$ cat config.mk
export PLATFORM = sky130hd
export DESIGN_NAME = riscv_core_hazard_ctrl_flat
export DESIGN_NICKNAME = d
export VERILOG_FILES = /design/src/rtl/riscv_core_hazard_ctrl_if.sv /design/src/rtl/riscv_core_hazard_ctrl.sv /design/src/flat_wrapper.sv
export SDC_FILE = /design/constraint.sdc
export NUM_CORES = 1
export LEC_CHECK = 0
export CAP_MARGIN = 20
export CORE_UTILIZATION = 47
export DETAILED_ROUTE_END_ITERATION = 10
export HOLD_SLACK_MARGIN = 0.02
export PLACE_DENSITY_LB_ADDON = 0.3
export SLEW_MARGIN = 20
export SYNTH_ARGS = -nofsm -noshare
export SYNTH_HDL_FRONTEND = slang
export SYNTH_SLANG_ARGS = --single-unit
$ cat constraint.sdc
create_clock -name clk -period 2.1 [get_ports clk]
set_input_delay 0.63 -clock clk [delete_from_list [all_inputs] [get_ports clk]]
set_output_delay 0.63 -clock clk [all_outputs]
set_load 0.01 [all_outputs]
$ cat src/rtl/riscv_core_hazard_ctrl_if.sv
// D-stage hazard inputs, bypass/stall controls and mul-div handshake between
// the pipeline datapath (master) and the hazard controller (slave).
interface riscv_core_hazard_ctrl_if;
  logic       inst_val_Dhl;
  logic       rs1_en_Dhl, rs2_en_Dhl;
  logic [4:0] rs1_addr_Dhl, rs2_addr_Dhl, rd_addr_Dhl;
  logic       rd_wen_Dhl, is_load_Dhl, is_muldiv_Dhl, squash_Dhl;
  logic       dmemresp_val_Mhl;
  logic       muldivreq_rdy, muldivresp_val;
  logic [1:0] rs1_mux_sel_Dhl, rs2_mux_sel_Dhl;
  logic       stall_Fhl, stall_Dhl, stall_Xhl, stall_Mhl, stall_Whl;
  logic       muldivreq_val, muldivresp_rdy;
  logic       rf_wen_Whl;
  logic [4:0] rf_waddr_Whl;

  modport master (
    output inst_val_Dhl, rs1_en_Dhl, rs2_en_Dhl, rs1_addr_Dhl, rs2_addr_Dhl,
           rd_addr_Dhl, rd_wen_Dhl, is_load_Dhl, is_muldiv_Dhl, squash_Dhl,
           dmemresp_val_Mhl, muldivreq_rdy, muldivresp_val,
    input  rs1_mux_sel_Dhl, rs2_mux_sel_Dhl, stall_Fhl, stall_Dhl, stall_Xhl,
           stall_Mhl, stall_Whl, muldivreq_val, muldivresp_rdy, rf_wen_Whl,
           rf_waddr_Whl
  );

  modport slave (
    input  inst_val_Dhl, rs1_en_Dhl, rs2_en_Dhl, rs1_addr_Dhl, rs2_addr_Dhl,
           rd_addr_Dhl, rd_wen_Dhl, is_load_Dhl, is_muldiv_Dhl, squash_Dhl,
           dmemresp_val_Mhl, muldivreq_rdy, muldivresp_val,
    output rs1_mux_sel_Dhl, rs2_mux_sel_Dhl, stall_Fhl, stall_Dhl, stall_Xhl,
           stall_Mhl, stall_Whl, muldivreq_val, muldivresp_rdy, rf_wen_Whl,
           rf_waddr_Whl
  );
endinterface

$ cat src/rtl/riscv_core_hazard_ctrl.sv
// 5-stage RISC-V hazard unit: X/M/W scoreboard, bypass select, load-use and
// mul-div stalls, and the mul-div request/response sequencer.
module riscv_core_hazard_ctrl_byp (
  input  logic            en,
  input  logic [4:0]      addr,
  input  logic [2:0]      cand,   // [0]=X, [1]=M, [2]=W
  input  logic [2:0][4:0] rd,
  output logic [1:0]      sel
);
  // Later assignments win, giving X > M > W priority.
  always_comb begin
    sel = 2'd3;
    if (en && addr != 5'd0) begin
      if (cand[2] && rd[2] == addr) sel = 2'd2;
      if (cand[1] && rd[1] == addr) sel = 2'd1;
      if (cand[0] && rd[0] == addr) sel = 2'd0;
    end
  end
endmodule

module riscv_core_hazard_ctrl #(
  parameter int NUM_OPS = 2
) (
  input logic clk,
  input logic reset,
  riscv_core_hazard_ctrl_if.slave hz
);
  typedef struct packed {
    logic       val;
    logic       wen;
    logic [4:0] rd;
    logic       load;
    logic       muldiv;
  } stage_t;

  typedef enum logic [1:0] {IDLE, REQ, WAIT} md_state_e;

  stage_t    x_q, m_q, w_q;
  md_state_e md_state;
  logic      req_q, wait_q;
  logic      stall_m, stall_x, stall_d, md_done, load_use;

  logic [NUM_OPS-1:0]      rs_en;
  logic [NUM_OPS-1:0][4:0] rs_addr;
  logic [NUM_OPS-1:0][1:0] rs_sel;
  logic [2:0]              cand;
  logic [2:0][4:0]         cand_rd;

  always_comb begin
    stall_m  = m_q.val & m_q.load & ~hz.dmemresp_val_Mhl;
    md_done  = wait_q & hz.muldivresp_val & ~stall_m;
    stall_x  = stall_m | (x_q.val & x_q.muldiv & ~md_done);
    load_use = x_q.val & x_q.wen & x_q.load & (x_q.rd != 5'd0) &
               ((hz.rs1_en_Dhl & (hz.rs1_addr_Dhl == x_q.rd)) |
                (hz.rs2_en_Dhl & (hz.rs2_addr_Dhl == x_q.rd)));
    stall_d  = hz.inst_val_Dhl & (stall_x | load_use);
  end

  // A load in X has no data yet, so it never feeds the X bypass.
  assign cand    = {w_q.val & w_q.wen, m_q.val & m_q.wen, x_q.val & x_q.wen & ~x_q.load};
  assign cand_rd = {w_q.rd, m_q.rd, x_q.rd};
  assign rs_en   = {hz.rs2_en_Dhl, hz.rs1_en_Dhl};
  assign rs_addr = {hz.rs2_addr_Dhl, hz.rs1_addr_Dhl};

  for (genvar g = 0; g < NUM_OPS; g++) begin : g_op
    riscv_core_hazard_ctrl_byp u_byp (
      .en(rs_en[g]), .addr(rs_addr[g]), .cand(cand), .rd(cand_rd), .sel(rs_sel[g])
    );
  end

  always_ff @(posedge clk) begin
    if (reset) begin
      x_q <= '0;
      m_q <= '0;
      w_q <= '0;
    end else begin
      w_q     <= m_q;
      w_q.val <= m_q.val & ~stall_m;
      if (!stall_m) begin
        m_q     <= x_q;
        m_q.val <= x_q.val & ~stall_x;
      end
      // Squash and D stall both turn the X slot into a bubble.
      if (!stall_x)
        x_q <= '{val:    hz.inst_val_Dhl & ~hz.squash_Dhl & ~stall_d,
                 wen:    hz.rd_wen_Dhl,
                 rd:     hz.rd_addr_Dhl,
                 load:   hz.is_load_Dhl,
                 muldiv: hz.is_muldiv_Dhl};
    end
  end

  always_ff @(posedge clk) begin
    if (reset) begin
      md_state <= IDLE;
      req_q    <= 1'b0;
      wait_q   <= 1'b0;
    end else begin
      case (md_state)
        IDLE: if (x_q.val && x_q.muldiv) begin
          md_state <= REQ;
          req_q    <= 1'b1;
        end
        REQ: if (hz.muldivreq_rdy) begin
          md_state <= WAIT;
          req_q    <= 1'b0;
          wait_q   <= 1'b1;
        end
        WAIT: if (md_done) begin
          md_state <= IDLE;
          wait_q   <= 1'b0;
        end
        default: begin
          md_state <= IDLE;
          req_q    <= 1'b0;
          wait_q   <= 1'b0;
        end
      endcase
    end
  end

  assign hz.rs1_mux_sel_Dhl = rs_sel[0];
  assign hz.rs2_mux_sel_Dhl = rs_sel[1];
  assign hz.stall_Fhl       = stall_d;
  assign hz.stall_Dhl       = stall_d;
  assign hz.stall_Xhl       = stall_x;
  assign hz.stall_Mhl       = stall_m;
  assign hz.stall_Whl       = 1'b0;
  assign hz.muldivreq_val   = req_q;
  assign hz.muldivresp_rdy  = wait_q & ~stall_m;
  assign hz.rf_wen_Whl      = w_q.val & w_q.wen & (w_q.rd != 5'd0);
  assign hz.rf_waddr_Whl    = w_q.rd;
endmodule
$ cat src/flat_wrapper.sv
// flat-port wrapper written by rule: the top's interface ports become plain ports
module riscv_core_hazard_ctrl_flat 
#(
  parameter int NUM_OPS = 2
)
  (clk, reset, hz_inst_val_Dhl, hz_rs1_en_Dhl, hz_rs2_en_Dhl, hz_rs1_addr_Dhl, hz_rs2_addr_Dhl, hz_rd_addr_Dhl, hz_rd_wen_Dhl, hz_is_load_Dhl, hz_is_muldiv_Dhl, hz_squash_Dhl, hz_dmemresp_val_Mhl, hz_muldivreq_rdy, hz_muldivresp_val, hz_rs1_mux_sel_Dhl, hz_rs2_mux_sel_Dhl, hz_stall_Fhl, hz_stall_Dhl, hz_stall_Xhl, hz_stall_Mhl, hz_stall_Whl, hz_muldivreq_val, hz_muldivresp_rdy, hz_rf_wen_Whl, hz_rf_waddr_Whl);
  riscv_core_hazard_ctrl_if hz_i ();
  input logic clk;
  input logic reset;
  input wire logic [$bits(hz_i.inst_val_Dhl)-1:0] hz_inst_val_Dhl;
  input wire logic [$bits(hz_i.rs1_en_Dhl)-1:0] hz_rs1_en_Dhl;
  input wire logic [$bits(hz_i.rs2_en_Dhl)-1:0] hz_rs2_en_Dhl;
  input wire logic [$bits(hz_i.rs1_addr_Dhl)-1:0] hz_rs1_addr_Dhl;
  input wire logic [$bits(hz_i.rs2_addr_Dhl)-1:0] hz_rs2_addr_Dhl;
  input wire logic [$bits(hz_i.rd_addr_Dhl)-1:0] hz_rd_addr_Dhl;
  input wire logic [$bits(hz_i.rd_wen_Dhl)-1:0] hz_rd_wen_Dhl;
  input wire logic [$bits(hz_i.is_load_Dhl)-1:0] hz_is_load_Dhl;
  input wire logic [$bits(hz_i.is_muldiv_Dhl)-1:0] hz_is_muldiv_Dhl;
  input wire logic [$bits(hz_i.squash_Dhl)-1:0] hz_squash_Dhl;
  input wire logic [$bits(hz_i.dmemresp_val_Mhl)-1:0] hz_dmemresp_val_Mhl;
  input wire logic [$bits(hz_i.muldivreq_rdy)-1:0] hz_muldivreq_rdy;
  input wire logic [$bits(hz_i.muldivresp_val)-1:0] hz_muldivresp_val;
  output wire logic [$bits(hz_i.rs1_mux_sel_Dhl)-1:0] hz_rs1_mux_sel_Dhl;
  output wire logic [$bits(hz_i.rs2_mux_sel_Dhl)-1:0] hz_rs2_mux_sel_Dhl;
  output wire logic [$bits(hz_i.stall_Fhl)-1:0] hz_stall_Fhl;
  output wire logic [$bits(hz_i.stall_Dhl)-1:0] hz_stall_Dhl;
  output wire logic [$bits(hz_i.stall_Xhl)-1:0] hz_stall_Xhl;
  output wire logic [$bits(hz_i.stall_Mhl)-1:0] hz_stall_Mhl;
  output wire logic [$bits(hz_i.stall_Whl)-1:0] hz_stall_Whl;
  output wire logic [$bits(hz_i.muldivreq_val)-1:0] hz_muldivreq_val;
  output wire logic [$bits(hz_i.muldivresp_rdy)-1:0] hz_muldivresp_rdy;
  output wire logic [$bits(hz_i.rf_wen_Whl)-1:0] hz_rf_wen_Whl;
  output wire logic [$bits(hz_i.rf_waddr_Whl)-1:0] hz_rf_waddr_Whl;
  assign hz_i.inst_val_Dhl = hz_inst_val_Dhl;
  assign hz_i.rs1_en_Dhl = hz_rs1_en_Dhl;
  assign hz_i.rs2_en_Dhl = hz_rs2_en_Dhl;
  assign hz_i.rs1_addr_Dhl = hz_rs1_addr_Dhl;
  assign hz_i.rs2_addr_Dhl = hz_rs2_addr_Dhl;
  assign hz_i.rd_addr_Dhl = hz_rd_addr_Dhl;
  assign hz_i.rd_wen_Dhl = hz_rd_wen_Dhl;
  assign hz_i.is_load_Dhl = hz_is_load_Dhl;
  assign hz_i.is_muldiv_Dhl = hz_is_muldiv_Dhl;
  assign hz_i.squash_Dhl = hz_squash_Dhl;
  assign hz_i.dmemresp_val_Mhl = hz_dmemresp_val_Mhl;
  assign hz_i.muldivreq_rdy = hz_muldivreq_rdy;
  assign hz_i.muldivresp_val = hz_muldivresp_val;
  assign hz_rs1_mux_sel_Dhl = hz_i.rs1_mux_sel_Dhl;
  assign hz_rs2_mux_sel_Dhl = hz_i.rs2_mux_sel_Dhl;
  assign hz_stall_Fhl = hz_i.stall_Fhl;
  assign hz_stall_Dhl = hz_i.stall_Dhl;
  assign hz_stall_Xhl = hz_i.stall_Xhl;
  assign hz_stall_Mhl = hz_i.stall_Mhl;
  assign hz_stall_Whl = hz_i.stall_Whl;
  assign hz_muldivreq_val = hz_i.muldivreq_val;
  assign hz_muldivresp_rdy = hz_i.muldivresp_rdy;
  assign hz_rf_wen_Whl = hz_i.rf_wen_Whl;
  assign hz_rf_waddr_Whl = hz_i.rf_waddr_Whl;
  riscv_core_hazard_ctrl #(.NUM_OPS(NUM_OPS)) u_core (.clk(clk), .reset(reset), .hz(hz_i));
endmodule
==> flow_summary_export.csv <==
group,metric,value,unit
clock_tree,insertion_delay,0.33,ns
logic_synthesis,syn-num-nets,215,
setup_path,cp_slowest_cell,"nor4_1",
setup_path,reg2reg_depth,9,
sta,period_share,120,%
status,failed_checks,"setup timing",
worst_hold_path,hold_path_startpoint,"u_core.cand_rd[6]",
setup_path,cpMostUsedCell,"nand4_1",
place,io_buffers,42,
pwr,power_frac_clock,20.6,%
detailed_routing,num_vias,1601,
global_route,grt_overflow,0,
logic_synthesis,synth_commonest_cells,"nand2_1, dfxtp_1, a21oi_1",
pwr,vdd_drop_max,0.000376,V
sta,rsz0062_at_grt,"true",
sta,hold_violations,0,
die,core_area,3050,um2
status,outcome,"finished with violations",
clock_tree,cts_tree,"yes",
logic_synthesis,ys_seq_elements,28,
final_layout,multi_input_area,1000,um2
final_layout,ff_latch_area,579,um2
detailed_routing,dr.first_iter.drc_count,75,
clock_tree,cts_hold_buf,0,
global_route,grt_util_met3,3.52,%
die,ioPinCount,44,
setup_path,start_kind,"primary input",
pwr,combPwrFrac,24.9,%
setup_path,cp-end-kind,"output pin",
final_layout,antenna_cells,0,
global_route,grtUsageTotal,27.2,%
final_layout,layout-drive-gt1-share,37.6,%
die,dieWidth,58.6,um
worst_hold_path,hold_path.class,"flop to flop",
sta,fin_crit,2.51,ns
die,die-area,3430,um2
clock_tree,root_buffer,"clkbuf_4",
global_route,busiest_layer,"met2",
detailed_routing,avgRoutedWirePerCell,14.9,um
logic_synthesis,syn_area,1510,um2
logic_synthesis,avgSynthCellArea,8.01,um2
setup_path,r2r_slack,0.55,ns
clock_tree,clock-sinks,28,
setup_path,cp.buffers_inverters,3,
pwr,power.density,439,nW/um2
sta,setup_tns,-2.02,ns
clock_tree,h-tree-depth,1,
setup_path,worstPathArrival,1.88,ns
setup_path,crit_chain,"buf_2, xor2_1, nor4_1, nand4_1, buf_4, nand4_1, a21o_1, buf_6",
setup_path,r2r-end,"u_core.cand_rd[0]",
worst_hold_path,worst_hold_path.num_cells,2,
global_route,met2_usage,49.3,%
detailed_routing,viasPerCell,5.16,
clock_tree,cts.path.max_buffers,2,
final_layout,final_core_util,79.7,%
pwr,swShare,27.3,%
logic_synthesis,syn_inst,188,
logic_synthesis,synth_edf_count,0,
setup_path,worstReg2RegStart,"u_core.m_q[1]",
place,place_ws,-1.16,ns
sta,skew,0.00730,ns
final_layout,nFillCells,201,
setup_path,crit_path_max_fanout,4,
global_route,grt_pass1_vias,1573,
pwr,power.switching,0.291,mW
setup_path,path_delay_family,"simple AND/OR/NAND/NOR gates",
setup_path,slowest_delay,0.27,ns
place,dp_hpwl,2980,um
global_route,antenna_found_initial,0,
pwr,power_report.internal_total,0.776,mW
detailed_routing,drt_pre_antenna_iters,4,
logic_synthesis,async_flop_share,0,%
sta,maxSlewViolCount,0,
logic_synthesis,synthDistinctLibCells,33,
pwr,p_leak,1.04,nW
logic_synthesis,yosys-top-cells-area,"dfxtp_1, xor2_1, nand2_1, xnor2_1, a21oi_1",
pwr,p_seq_share,54.5,%
detailed_routing,ant_nets,0,
logic_synthesis,synth_top_area_share,37.2,%
logic_synthesis,ys_seq_area_share,37.2,%
die,chipHeight,58.6,um
detailed_routing,drc,0,
global_route,gr-usage-met1,31.0,%
die,initial_core_util,49.3,%
setup_path,required,1.47,ns
logic_synthesis,yosys.area.top_type,"dfxtp_1",
logic_synthesis,yosysMostFrequentCell,"nand2_1",
final_layout,nNetsFinal,295,
detailed_routing,routed_wl,4620,um
sta,fmax,398,MHz
logic_synthesis,ys.flop_type,"dfxtp_1",
sta,worst_slack,-0.412,ns
global_route,grt_pass1_wl,6950,um
logic_synthesis,synth_warnings,0,
run,max_cap_viol_count,0,
clock_tree,cts_buffers,3,
clock_tree,clkTransAtPathRegs,0.14,ns
die,fp-row-count,20,
worst_hold_path,hold_path_end,"u_core.cand_rd[6]",
place,place_congestion,0.905,
global_route,grt_max_degree,28,
final_layout,synthToLayoutAreaGrowth,61.6,%
setup_path,critPathKind,"primary input to output pin",
sta,setup_viol,8,
[metal layers]
metal / vias up / share of wire [%]
met1: 744 / 41
met5: - / 0
met2: 56 / 51
met3: 13 / 4.3
li1: 788 / -
met4: 0 / 2.9
[tightest hold or removal path, delay by kind of cell (launching register included)]
kind	cells	cell delay, ns
AOI/OAI and AO/OA	1	0.05
DFF	1	0.36
and+or+nand+nor	1	0.05
[logic make-up (layout without fill, tap and decap cells)]
kind of cell	Yosys count	count (layout)	synth area share, %
other	1	1	0.249
xor gates and xnor gates	30	30	17.5
AOI/OAI and AO/OA	33	33	13.1
DFF	28	28	37.2
and+or+nand+nor	81	81	26.4
buffers and inverters	15	93	5.65
[metrics by stage]
stage / area, um2 / hold slack, ns / std cells / power (mW)
3_3_place_gp: 2190 / 0.474 / 296 / 0.808
6_report: 2430 / 0.482 / 310 / 1.07
5_1_grt: 2430 / 0.498 / 310 / 1.12
3_5_place_dp: 2190 / 0.486 / 296 / 0.812
2_1_floorplan: 1540 / 0.455 / 188 / 0.685
4_1_cts: 2330 / 0.505 / 307 / 1.04
[sequential cells by signal, indices dropped and copies added (netlist names)]
signal / flops
u_core.wait_q: 1
u_core.hz.muldivreq_val: 1
u_core.w_q: 2
u_core.md_state: 2
u_core.x_q: 4
u_core.hz.rf_waddr_Whl: 5
u_core.m_q: 3
u_core.cand_rd: 10
[power by group through the flow]
stage	clock (mW)	sequential (mW)	combinational, mW
floorplan	0	0.585	0.0996
global placement	0	0.587	0.220
detailed placement	0	0.588	0.224
CTS	0.224	0.578	0.241
global route	0.252	0.584	0.285
finish	0.220	0.581	0.266
[timing repair]
item                                    4_1_cts  5_1_grt
pin swaps                                    31       10
resized for setup                           127       18
setup buffers                                 8        3
endpoints found under the setup margin       10       11
[cells in the final DEF (no fill, tap or decap), types with 6 or more instances in the layout]
cell type,count
buf_6,15
dfxtp_1,17
xnor2_1,8
nor2b_1,6
nor2_1,11
dfxtp_2,9
a21oi_1,19
clkdlybuf4s50_1,18
buf_2,10
nand2_1,35
buf_4,37
xor2_1,16
[worst max-delay path by stage]
| stage | start | to | slack (ns) | cells past startpoint |
|---|---|---|---|---|
| after floorplan | hz_rs1_addr_Dhl[2] | hz_stall_Fhl | 0.0004 | 6 |
| after global placement | hz_rs2_addr_Dhl[3] | hz_rs2_mux_sel_Dhl[0] | -1.12 | 7 |
| after detailed placement | hz_rs2_addr_Dhl[3] | hz_rs2_mux_sel_Dhl[0] | -1.16 | 7 |
| after CTS | hz_rs1_addr_Dhl[4] | hz_rs1_mux_sel_Dhl[0] | -0.41 | 9 |
| after global routing | u_core.cand_rd[6] | hz_rs1_mux_sel_Dhl[0] | -0.47 | 8 |
| final | hz_rs1_addr_Dhl[0] | hz_rs1_mux_sel_Dhl[0] | -0.41 | 8 |
[final cells by class]
type | count | area share (%)
multi-input cells | 145 | 41.2
repair buffers | 87 | 31.2
inverters | 3 | 0.669
flip-flops and latches | 28 | 23.8
clock buffers | 3 | 0.926
well taps | 44 | 2.26
Power figures use the tool's default switching activity.
